<file path="src/rtl/counter_defs_pkg.sv">
// Shared definitions for the debounced up/down counter: event encoding,
// board-rate timing defaults and counting-mode constants.
package counter_defs_pkg;

  // Default timing for the 50 MHz board clock.
  localparam int unsigned DEBOUNCE_CYCLES_50MHZ = 500000;   // 10 ms
  localparam int unsigned HOLD_CYCLES_50MHZ     = 25000000; // 500 ms
  localparam int unsigned REPEAT_CYCLES_50MHZ   = 5000000;  // 100 ms

  localparam int unsigned MODE_WRAP = 0;
  localparam int unsigned MODE_SAT  = 1;

  typedef enum logic [1:0] {
    EV_NONE = 2'd0,
    EV_UP   = 2'd1,
    EV_DOWN = 2'd2,
    EV_LOAD = 2'd3
  } cnt_event_e;

  typedef struct packed {
    logic load;
    logic down;
    logic up;
  } btn_vec_t;

  // Load beats everything; simultaneous up and down cancel out.
  function automatic cnt_event_e resolve_event(input btn_vec_t ev);
    cnt_event_e res;
    res = EV_NONE;
    if (ev.load) begin
      res = EV_LOAD;
    end else if (ev.up && !ev.down) begin
      res = EV_UP;
    end else if (ev.down && !ev.up) begin
      res = EV_DOWN;
    end
    return res;
  endfunction

endpackage

</file>
<file path="src/rtl/btn_debounce_core.sv">
// One pushbutton: 2-flop synchroniser, polarity normalisation, stability
// counter and a registered one-cycle press pulse.
module btn_debounce_core
  import counter_defs_pkg::*;
#(
  parameter int unsigned DEBOUNCE_CYCLES = DEBOUNCE_CYCLES_50MHZ,
  parameter bit          BTN_ACTIVE_LOW  = 1'b1
) (
  input  logic clk_i,
  input  logic rst_i,
  input  logic btn_i,
  output logic level_o,
  output logic press_o
);

  localparam int unsigned         CNT_W    = $clog2(DEBOUNCE_CYCLES);
  localparam logic [CNT_W-1:0]    CNT_LAST = CNT_W'(DEBOUNCE_CYCLES - 1);
  localparam logic                IDLE_LVL = BTN_ACTIVE_LOW;

  logic [1:0]       sync_q;
  logic [CNT_W-1:0] stable_cnt_q;
  logic             state_q;
  logic             press_q;
  logic             level_c;
  logic             differ_c;
  logic             accept_c;

  assign level_c  = sync_q[1] ^ BTN_ACTIVE_LOW;
  assign differ_c = (level_c != state_q);
  assign accept_c = differ_c && (stable_cnt_q == CNT_LAST);

  // Synchroniser resets to the idle level so reset never looks like a press.
  always_ff @(posedge clk_i) begin
    if (rst_i) begin
      sync_q       <= {2{IDLE_LVL}};
      stable_cnt_q <= '0;
      state_q      <= 1'b0;
      press_q      <= 1'b0;
    end else begin
      sync_q  <= {sync_q[0], btn_i};
      press_q <= accept_c && !state_q;
      if (!differ_c) begin
        stable_cnt_q <= '0;
      end else if (accept_c) begin
        stable_cnt_q <= '0;
        state_q      <= ~state_q;
      end else begin
        stable_cnt_q <= stable_cnt_q + CNT_W'(1);
      end
    end
  end

  assign level_o = state_q;
  assign press_o = press_q;

endmodule

</file>
<file path="src/rtl/debounced_updown_counter.sv">
// Debounced up/down/load counter with wrap or saturate mode and limit strobe.
// Optional autorepeat on held up/down buttons: COUNTER_AUTOREPEAT_EN.
module debounced_updown_counter
  import counter_defs_pkg::*;
#(
  parameter int unsigned WIDTH           = 8,
  parameter int unsigned DEBOUNCE_CYCLES = DEBOUNCE_CYCLES_50MHZ,
  parameter bit          BTN_ACTIVE_LOW  = 1'b1,
  parameter int unsigned SATURATE        = MODE_WRAP,
  parameter int unsigned HOLD_CYCLES     = HOLD_CYCLES_50MHZ,
  parameter int unsigned REPEAT_CYCLES   = REPEAT_CYCLES_50MHZ
) (
  input  logic             clk_i,
  input  logic             rst_i,
  input  logic             btn_up_i,
  input  logic             btn_down_i,
  input  logic             btn_load_i,
  input  logic [WIDTH-1:0] load_val_i,
  output logic [WIDTH-1:0] count_o,
  output logic             limit_o,
  output logic [2:0]       btn_state_o
);

  localparam logic [WIDTH-1:0] CNT_MAX  = '1;
  localparam bit               SAT_MODE = (SATURATE == MODE_SAT);

  if (WIDTH < 2) begin : g_bad_width
    $error("debounced_updown_counter: WIDTH must be at least 2");
  end
  if (DEBOUNCE_CYCLES < 2) begin : g_bad_debounce
    $error("debounced_updown_counter: DEBOUNCE_CYCLES must be at least 2");
  end
  if (HOLD_CYCLES < 1 || REPEAT_CYCLES < 1) begin : g_bad_repeat
    $error("debounced_updown_counter: HOLD_CYCLES and REPEAT_CYCLES must be non-zero");
  end

  logic             up_held, down_held, load_held;
  logic             up_press, down_press, load_press;
  btn_vec_t         held_c;
  btn_vec_t         press_c;
  btn_vec_t         rpt_c;
  btn_vec_t         event_vec_c;
  cnt_event_e       event_c;
  logic [WIDTH-1:0] count_c;
  logic             limit_c;

  btn_debounce_core #(
    .DEBOUNCE_CYCLES (DEBOUNCE_CYCLES),
    .BTN_ACTIVE_LOW  (BTN_ACTIVE_LOW)
  ) u_db_up (
    .clk_i   (clk_i),
    .rst_i   (rst_i),
    .btn_i   (btn_up_i),
    .level_o (up_held),
    .press_o (up_press)
  );

  btn_debounce_core #(
    .DEBOUNCE_CYCLES (DEBOUNCE_CYCLES),
    .BTN_ACTIVE_LOW  (BTN_ACTIVE_LOW)
  ) u_db_down (
    .clk_i   (clk_i),
    .rst_i   (rst_i),
    .btn_i   (btn_down_i),
    .level_o (down_held),
    .press_o (down_press)
  );

  btn_debounce_core #(
    .DEBOUNCE_CYCLES (DEBOUNCE_CYCLES),
    .BTN_ACTIVE_LOW  (BTN_ACTIVE_LOW)
  ) u_db_load (
    .clk_i   (clk_i),
    .rst_i   (rst_i),
    .btn_i   (btn_load_i),
    .level_o (load_held),
    .press_o (load_press)
  );

  assign held_c  = {load_held, down_held, up_held};
  assign press_c = {load_press, down_press, up_press};

`ifdef COUNTER_AUTOREPEAT_EN
  localparam int unsigned RPT_MAX = (HOLD_CYCLES > REPEAT_CYCLES) ? HOLD_CYCLES : REPEAT_CYCLES;
  localparam int unsigned RPT_W   = $clog2(RPT_MAX + 1);

  logic [RPT_W-1:0] rpt_cnt_q;
  logic             rpt_armed_q;
  logic             rpt_run_c;
  logic             rpt_fire_c;

  // Timer sits at zero in the press cycle, so the first repeat lands
  // HOLD_CYCLES after the press event and later ones every REPEAT_CYCLES.
  assign rpt_run_c  = (held_c.up ^ held_c.down) && !held_c.load;
  assign rpt_fire_c = rpt_run_c &&
                      (rpt_cnt_q == (rpt_armed_q ? RPT_W'(REPEAT_CYCLES) : RPT_W'(HOLD_CYCLES)));

  always_ff @(posedge clk_i) begin
    if (rst_i || !rpt_run_c) begin
      rpt_cnt_q   <= '0;
      rpt_armed_q <= 1'b0;
    end else if (rpt_fire_c) begin
      rpt_cnt_q   <= RPT_W'(1);
      rpt_armed_q <= 1'b1;
    end else begin
      rpt_cnt_q   <= rpt_cnt_q + RPT_W'(1);
    end
  end

  assign rpt_c = {1'b0, held_c.down & rpt_fire_c, held_c.up & rpt_fire_c};
`else
  assign rpt_c = '0;
`endif

  assign event_vec_c = press_c | rpt_c;
  assign event_c     = resolve_event(event_vec_c);

  // Next count and limit strobe for the winning event.
  always_comb begin
    count_c = count_o;
    limit_c = 1'b0;
    unique case (event_c)
      EV_LOAD: count_c = load_val_i;
      EV_UP: begin
        if (count_o == CNT_MAX) begin
          limit_c = 1'b1;
          count_c = SAT_MODE ? CNT_MAX : '0;
        end else begin
          count_c = count_o + WIDTH'(1);
        end
      end
      EV_DOWN: begin
        if (count_o == '0) begin
          limit_c = 1'b1;
          count_c = SAT_MODE ? '0 : CNT_MAX;
        end else begin
          count_c = count_o - WIDTH'(1);
        end
      end
      default: ;
    endcase
  end

  always_ff @(posedge clk_i) begin
    if (rst_i) begin
      count_o     <= '0;
      limit_o     <= 1'b0;
      btn_state_o <= '0;
    end else begin
      count_o     <= count_c;
      limit_o     <= limit_c;
      btn_state_o <= held_c;
    end
  end

endmodule
</file>
<file path="config.mk">
export PLATFORM = sky130hd
export DESIGN_NAME = debounced_updown_counter
export DESIGN_NICKNAME = d
export VERILOG_FILES = /design/src/rtl/counter_defs_pkg.sv /design/src/rtl/btn_debounce_core.sv /design/src/rtl/debounced_updown_counter.sv
export SDC_FILE = /design/constraint.sdc
export NUM_CORES = 1
export LEC_CHECK = 0
export CORE_AREA = 2 2 101 103
export DETAILED_ROUTE_END_ITERATION = 7
export DIE_AREA = 0 0 103 105
export PLACE_DENSITY = 0.66
export SYNTH_ARGS = -nofsm -noshare
export SYNTH_HDL_FRONTEND = slang
export SYNTH_SLANG_ARGS = --single-unit
</file>
<file path="constraint.sdc">
create_clock -name clk_i -period 4.15 [get_ports clk_i]
set_input_delay 0.83 -clock clk_i [delete_from_list [all_inputs] [get_ports clk_i]]
set_output_delay 0.83 -clock clk_i [all_outputs]
set_load 0.01 [all_outputs]
</file>
### Yosys cells after proc, flatten, opt, wreduce, memory -nomap -nowiden

Index checks and enable logic that the tools add are counted.

* flip-flop bits (word level): 81
* input bits: 13
* output and inout bits: 12
* word-level logic and storage cells: 69

* add/subtract/negate cells: 5
* equality and inequality tests: 10
* mux-type cells: 9
* bitwise logic cells: 9
* reductions and logical operators: 21

Operators with widths (number)
* adder 19 x 1 -> 19 bit (second input constant): 3
* == test 19 bit (second input constant): 3
* one-hot mux 8 bit (3 select lines): 1
* 2-to-1 mux 8 bit: 2
* NOT 1 bit: 9
* OR reduction 3 bit: 3
* adder 8 x 1 -> 8 bit (second input constant): 1
* == test 8 bit (second input constant): 1
* logical AND 1 bit: 8
* zero test 8 bit: 1
* subtractor 8 x 1 -> 8 bit (second input constant): 1
* 2-to-1 mux 2 bit: 3
* AND reduction 2 bit: 3
* zero test 1 bit: 5
* == test 2 bit (second input constant): 2
* inequality test 1 bit: 3
* nonzero test 3 bit: 1
* == test 2 x 1 -> 1 bit (second input constant): 1
* 2-to-1 mux 1 bit: 2
* one-hot mux 1 bit (2 select lines): 1

### Depth between registers and ports, before layout

Gate-level depths: netlist of run 1.

* depth in word-level cells: 7
* gate-level depth with buffers: 9
* depth with buffers taken out: 9

### Cells and area by module

From an unflattened synthesis of run 1, not the netlist that was laid out.

* cell total of the unflattened synthesis: 480
* area total of the unflattened synthesis: 4073.9 um^2

By module, submodules not included
* btn_debounce_core: times used 3, cells each 117, area an instance 1048.5 um^2
* debounced_updown_counter: times used 1, cells each 129, area an instance 928.4 um^2

### Worst setup path after synthesis of run 1

Ideal clock, no wire load.

* kind: register to register
* start point: register count_o[0]
* end point: register count_o[4]
* arrival: 1.836 ns
* data required time: 4.012 ns
* slack: 2.176 ns
* stages on the path, launching flop included: 9
* path buffers: 1
* clock period less this slack: 1.974 ns
* cell sequence: dfxtp_1 clkbuf_1 inv_1 ha_1 nor3b_1 xnor2_1 nor2_1 a2111oi_0 a211oi_2

* word-level cells in the longest chain between the ends: 3
* elaborated cells between the ends (all ways): 7
* classes of those cells: add/sub: 2; eq/ne: 1; mux: 3; reduce/logical: 1

Ends and longest elaborated chain
* start, declared: RTL line debounced_updown_counter.sv:19 `output logic [WIDTH-1:0] count_o,`
* start signal, assigned: RTL line debounced_updown_counter.sv:150 `count_o <= count_c;`
* subtractor 8 x 1 -> 8 bit, or another cell as far along: RTL line debounced_updown_counter.sv:137 `count_c = count_o - WIDTH'(1);`
* 2-to-1 mux 8 bit (on tied branches): RTL line debounced_updown_counter.sv:133, debounced_updown_counter.sv:125
* one-hot mux 8 bit (3 select lines) (*): RTL line debounced_updown_counter.sv:122 `unique case (event_c)`

Mark *: on every way between the ends. The rest lies on a longest branch, timed or not.
A chain may end at the register's enable or synchronous reset.

### Worst setup path after layout of run 1

* start point: register count_o[2]
* end point: output count_o[2]

No word-level cell between the ends.

==> flow_summary.toml, run 1 <==
[sta]
timing.setup.tns_ps = 0
worst_pin_slew_ps = 800
finClkSkew_ps = 10.7
hold_violations = 0
setup_viol = 0
period_share_pct = 61.8
slew_violations = 0
max_freq_mhz = 390
max_slew_margin_pct = 46.5
grt_setup_unrepaired = "false"
min_period_ps = 2570

[worst_setup_path]
required_ps = 3320
r2r-start = "u_db_down.stable_cnt_q[0]"
path_class = "flop to output port"
reg2reg_depth = 6
cp-start-kind = "flop"
crit_family = "flip-flops"
rr_endpoint = "u_db_down.stable_cnt_q[14]"
max_stage_delay_ps = 730
startpoint = "count_o[2]"
cp.arrival_ps = 1740
crit_slowest_cell = "dfxtp_1"
crit_fanout = 16
path_cells = "clkdlybuf4s50_1"
r2r_slack_ps = 1940
worstSetupEndpointType = "output port"
path_buf_inv = 1

[floorplan]
dieWidth_um = 103
core-area_mm2 = 0.00964
die_area_mm2 = 0.0108
io_pins = 25
start_util_pct = 39.6
fp.dieH_um = 105
num_rows = 36

[route]
routedWlPerCell_um = 12.6
drt_iter0_drc = 127
drcViolationCount = 0
num_vias = 3156
via_per_inst = 5.17
drtPass1Iterations = 4
wl_mm = 7.70
ant_nets = 0

[global_routing]
antenna_found_initial = 0
grt_pass1_wl_mm = 13.1
grt_pass1_vias = 3055
grt_max_degree = 22
grtUsageTotal_pct = 14.7
gr-total-overflow = 0

[cells_and_area]
final_cells = 610
post-route-util_pct = 45.7
final_area_mm2 = 0.00441
layout-drive-gt1-share_pct = 6.29
nNetsFinal = 494
layout_common_cells = "dfxtp_1, nor2_1, xor2_1, nand2_1, nand3_1"
nFillCells = 963
layout_commonest_cell = "dfxtp_1"
diodes = 0
area.growth.synth_to_final_pct = 15.4

[pwr]
power_density_mw_per_mm2 = 346
leakage_uw = 0.00150
ir_worst_vdd_mv = 0.133

[clock_network]
cts_tree = "yes"
htree_levels = 3
numCtsBuffers = 9
clockBufferDepth = 2
cts_hold_buf = 0
cts_sinks = 81
cts_setup_buffers = 0
clkSlewWorstSetupHoldPaths_ps = 80
cts_resized = 0
clock_latency_ps = 340
root_buffer = "clkbuf_8"

[yosys]
synth_warnings = 0
ys_seq_area_share_pct = 42.5
ys_types = 46
syn_nets = 474
syn_area_mm2 = 0.00382
synthCells = 452
synth_seq_cells = 81
postSynthAreaPerCell_um2 = 8.45

[placement]
dp_cells = 594
dpl.hpwl_mm = 5.29
port_buffers = 24
place_area_mm2 = 0.00415
gp_congestion = 0.834

[min_path]
hold_path_class = "flop to flop"
hold_start = "u_db_load.sync_q[0]"
min_to = "u_db_load.sync_q[1]"
hold_path_depth = 1

[run_status]
outcome = "finished clean"

[flow_run]
cap_viol_max_count = 0
-- metrics by stage --
stage	setup slack, ps	hold WS (ps)	total power (uW)
global placement	1440	393	827
detailed placement	1400	399	827
global route	1480	437	1580
finish	1580	417	1520
floorplan	2180	389	812
CTS	1580	419	1540
-- layout make-up --
type	count	area, um^2	area share (%)
clock inverter	4	98.8	2.24
inverter	21	78.8	1.79
clock buffer	12	155	3.52
tap	133	166	3.78
timing repair buffer	25	248	5.62
multi-input combinational	334	2040	46.2
sequential	81	1620	36.8
-- how the worst max path moves through the flow --
| stage | depth (start not counted) | end | slack [ps] |
|---|---|---|---|
| after floorplan | 8 | count_o[4] | 2180 |
| after global placement | 4 | u_db_down.stable_cnt_q[3] | 1440 |
| after detailed placement | 4 | u_db_down.stable_cnt_q[17] | 1400 |
| after CTS | 1 | count_o[2] | 1580 |
| after global routing | 1 | count_o[2] | 1480 |
| final | 1 | count_o[2] | 1580 |
-- flip-flops by register name (all words and copies together) (netlist names), 2 cells and up --
| signal | flops |
|---|---|
| btn_state_o | 3 |
| count_o | 8 |
| u_db_down.stable_cnt_q | 19 |
| u_db_down.sync_q | 2 |
| u_db_load.stable_cnt_q | 19 |
| u_db_load.sync_q | 2 |
| u_db_up.stable_cnt_q | 19 |
| u_db_up.sync_q | 2 |
-- Yosys cell counts, drive strengths merged --
cell type	count	area share (%)
a2111oi	2	0.46
a211oi	4	1.0
a21o	1	0.20
a21oi	17	2.2
a221oi	1	0.23
a31oi	2	0.33
and2	2	0.33
and3	10	1.6
and4	6	1.4
buf	8	1.3
clkbuf	8	0.79
dfxtp	81	42
ha	9	2.9
inv	21	2.1
mux2i	1	0.26
nand2	33	3.2
nand3	27	3.5
nand3b	1	0.20
nand4	21	3.4
nor2	76	7.5
nor2b	4	0.66
nor3	9	1.5
nor3b	2	0.39
nor4	8	1.3
nor4b	3	0.69
o211ai	1	0.20
o21ai	10	1.3
o221ai	1	0.23
o22ai	4	0.66
o31ai	3	0.59
o41ai	1	0.23
or2	8	1.3
or3	3	0.49
or3b	1	0.29
or4	1	0.29
or4b	2	0.52
xnor2	20	4.6
xor2	40	9.2
-- per-layer routing --
layer	part of all wire, %	vias up	global-route usage [%]	routed length [um]
met5	0	-	0	0
met4	1.0	0	4.32	78
met3	4.6	9	3.88	356
met2	48	77	24.7	3710
met1	46	1485	18.3	3550
li1	-	1585	-	-
-- power breakdown --
group          total [uW]  internal, uW  leakage [uW]  switching, uW
Sequential            782           780      0.000654           2.26
Combinational        26.3          13.9      0.000721           12.4
Clock                 716           434      0.000127            282
-- cells by family after synthesis --
family          count (synthesis)  synth area share (%)
simple gates                  217                  28.7
mux                             1                 0.262
xor+xnor                       60                  13.8
buf+inv                        37                  4.16
compound gates                 47                  7.70
flops                          81                  42.5
fa+ha+maj                       9                  2.95
(Power assumes the default switching activity.)
==> run 2: changes to the inputs <==
--- a/config.mk
+++ b/config.mk
@@ -8,7 +8,7 @@
 export CORE_AREA = 2 2 101 103
 export DETAILED_ROUTE_END_ITERATION = 7
 export DIE_AREA = 0 0 103 105
-export PLACE_DENSITY = 0.66
+export PLACE_DENSITY = 0.68
 export SYNTH_ARGS = -nofsm -noshare
 export SYNTH_HDL_FRONTEND = slang
 export SYNTH_SLANG_ARGS = --single-unit
==> constraint.sdc (replaced) <==
create_clock -name clk_i -period 2.1 [get_ports clk_i]
set_input_delay 0.42 -clock clk_i [delete_from_list [all_inputs] [get_ports clk_i]]
set_output_delay 0.42 -clock clk_i [all_outputs]
set_load 0.01 [all_outputs]
==> run 2 against run 1 <==
Compared with the run above: routed wire length grew 0.91%; global-route usage up 0.24 points; first-iteration DRC count up 15%; combinational power up 120%; clock power is 58% higher; clock skew down 1.7 ps; highest routed layer unchanged; clock-buffer cell count decreased by 1; largest cell class unchanged; largest power group unchanged; register-to-register slack worse by 1700 ps.
==> flow_summary.toml, run 2 (synthesized netlist as in run 1, its figures left out) <==
[run_status]
outcome = "finished clean"

[global_routing]
grt_max_degree = 19
grtUsageTotal_pct = 14.9
grt_pass1_wl_mm = 13.3
gr-total-overflow = 0
antenna_found_initial = 0
grt_pass1_vias = 3027

[cells_and_area]
nNetsFinal = 510
top_regs = "u_db_down.stable_cnt_q (19), u_db_load.stable_cnt_q (19), u_db_up.stable_cnt_q (19)"
layout_commonest_cell = "dfxtp_1"
diodes = 0
layout-drive-gt1-share_pct = 9.33
layout_common_cells = "dfxtp_1, nor2_1, xor2_1, nand2_1, nand3_1"
area.growth.synth_to_final_pct = 17.4

[min_path]
min_to = "u_db_down.sync_q[1]"
hold_start = "u_db_down.sync_q[0]"
hold_path_class = "flop to flop"
hold_path_depth = 1

[clock_network]
clockBufferDepth = 2
cts_resized = 0
cts_sinks = 81
htree_levels = 3
cts_hold_buf = 0
clock_latency_ps = 350
numCtsBuffers = 9
root_buffer = "clkbuf_8"
clkSlewWorstSetupHoldPaths_ps = 80
cts_setup_buffers = 0
cts_tree = "yes"

[sta]
holdWs_ps = 415
worst_pin_slew_ps = 518
slew_violations = 0
timing.setup.tns_ps = 0
max_freq_mhz = 499
grt_setup_unrepaired = "false"
max_slew_margin_pct = 65.4
hold_violations = 0
setup_viol = 0
finClkSkew_ps = 8.99
period_share_pct = 95.5
min_period_ps = 2010

[worst_setup_path]
cp.arrival_ps = 1590
r2r-start = "count_o[1]"
cp-start-kind = "flop"
required_ps = 1680
r2r_slack_ps = 210
reg2reg_depth = 7
crit_fanout = 11
crit_family = "buffers and inverters"
crit_slowest_cell = "clkdlybuf4s50_1"
path_class = "flop to output port"
path_buf_inv = 1
worstSetupEndpointType = "output port"
max_stage_delay_ps = 630
rr_endpoint = "count_o[4]"
path_cells = "clkdlybuf4s50_1"

[route]
dr_wl_met3_um = 422
top_layer_used = "met4"
wl_mm = 7.77
drt_iter0_drc = 146
ant_nets = 0
num_vias = 3196
routedWlPerCell_um = 12.4
route.met2.wl_mm = 3.56
drtPass1Iterations = 5
via_per_inst = 5.11
drcViolationCount = 0
met1Wirelength_mm = 3.70

[placement]
port_buffers = 24
dpl.hpwl_mm = 5.42
gp_congestion = 0.853

[floorplan]
core-area_mm2 = 0.00964
io_pins = 25
die_area_mm2 = 0.0108
fp.dieH_um = 105
start_util_pct = 39.6
num_rows = 36
dieWidth_um = 103

[pwr]
p_comb_share_pct = 2.1
internal-power_uw = 2150
p_seq_share_pct = 56.5
ir_worst_vdd_mv = 0.356
power.net_switching_uw = 582
netSwitchingFraction_pct = 21.3
leakage_uw = 0.00155
power_density_mw_per_mm2 = 610
pwr-share-clk_pct = 41.3
power_uw = 2730

[flow_run]
cap_viol_max_count = 0
-- run 2: cell count changes in the layout (fill, tap and decap cells not counted) --
cell,previous run,this run
clkinv_4,1,0
bufinv_16,3,1
a2111oi_0,2,1
a2111oi_1,0,1
buf_12,0,1
buf_4,1,16
clkinvlp_4,0,2
clkbuf_8,11,10
clkinv_2,0,2
-- run 2: how the worst max path moves through the flow --
stage                  to  slack (ps)  depth (start not counted)       start
6_report       count_o[2]          90                          1  count_o[2]
4_1_cts        count_o[2]          90                          1  count_o[2]
3_3_place_gp   count_o[4]         240                          7  count_o[1]
2_1_floorplan  count_o[4]         130                          8  count_o[0]
5_1_grt        count_o[2]          30                          1  count_o[2]
3_5_place_dp   count_o[4]         170                          7  count_o[1]
-- run 2: cell type report --
type | instances | area [um^2]
fillers | 953 | 5160
multi-input cells | 334 | 2040
flip-flops and latches | 81 | 1620
repair buffers | 41 | 380
well taps | 133 | 166
clock buffers | 11 | 141
inverters | 21 | 78.8
clock inverters | 5 | 55.1
-- run 2: per-stage QoR --
| step | cells | worst slack [ps] | instance area (um^2) | utilization (%) |
|---|---|---|---|---|
| floorplan | 452 | 126 | 3820 | - |
| global placement | 610 | 242 | 4280 | 44.4 |
| detailed placement | 610 | 167 | 4280 | 44.4 |
| CTS | 626 | 89.2 | 4480 | 46.5 |
| global route | 626 | 34.5 | 4480 | 46.5 |
| finish | 626 | 94.8 | 4480 | 46.5 |
-- run 2: layer usage --
metal | track usage [%] | vias to the layer above
met5 | 0 | -
met4 | 5.64 | 0
met3 | 3.41 | 7
met2 | 23.2 | 85
met1 | 20.0 | 1483
li1 | - | 1621
-- run 2: power by group through the flow --
stage               sequential [uW]  combinational (uW)  clock [uW]
finish                         1550                58.4        1130
global route                   1550                64.6        1230
CTS                            1550                59.3        1170
detailed placement             1580                58.8           0
global placement               1580                58.4           0
floorplan                      1580                23.0           0
==> run 3: changes to the inputs <==
--- a/config.mk
+++ b/config.mk
@@ -9,6 +9,7 @@
 export DETAILED_ROUTE_END_ITERATION = 7
 export DIE_AREA = 0 0 103 105
 export PLACE_DENSITY = 0.68
+export SKIP_LAST_GASP = 1
 export SYNTH_ARGS = -nofsm -noshare
 export SYNTH_HDL_FRONTEND = slang
 export SYNTH_SLANG_ARGS = --single-unit
==> results of run 3 <==
Same layout as run 2: the final DEF is identical, and so are final timing and power.
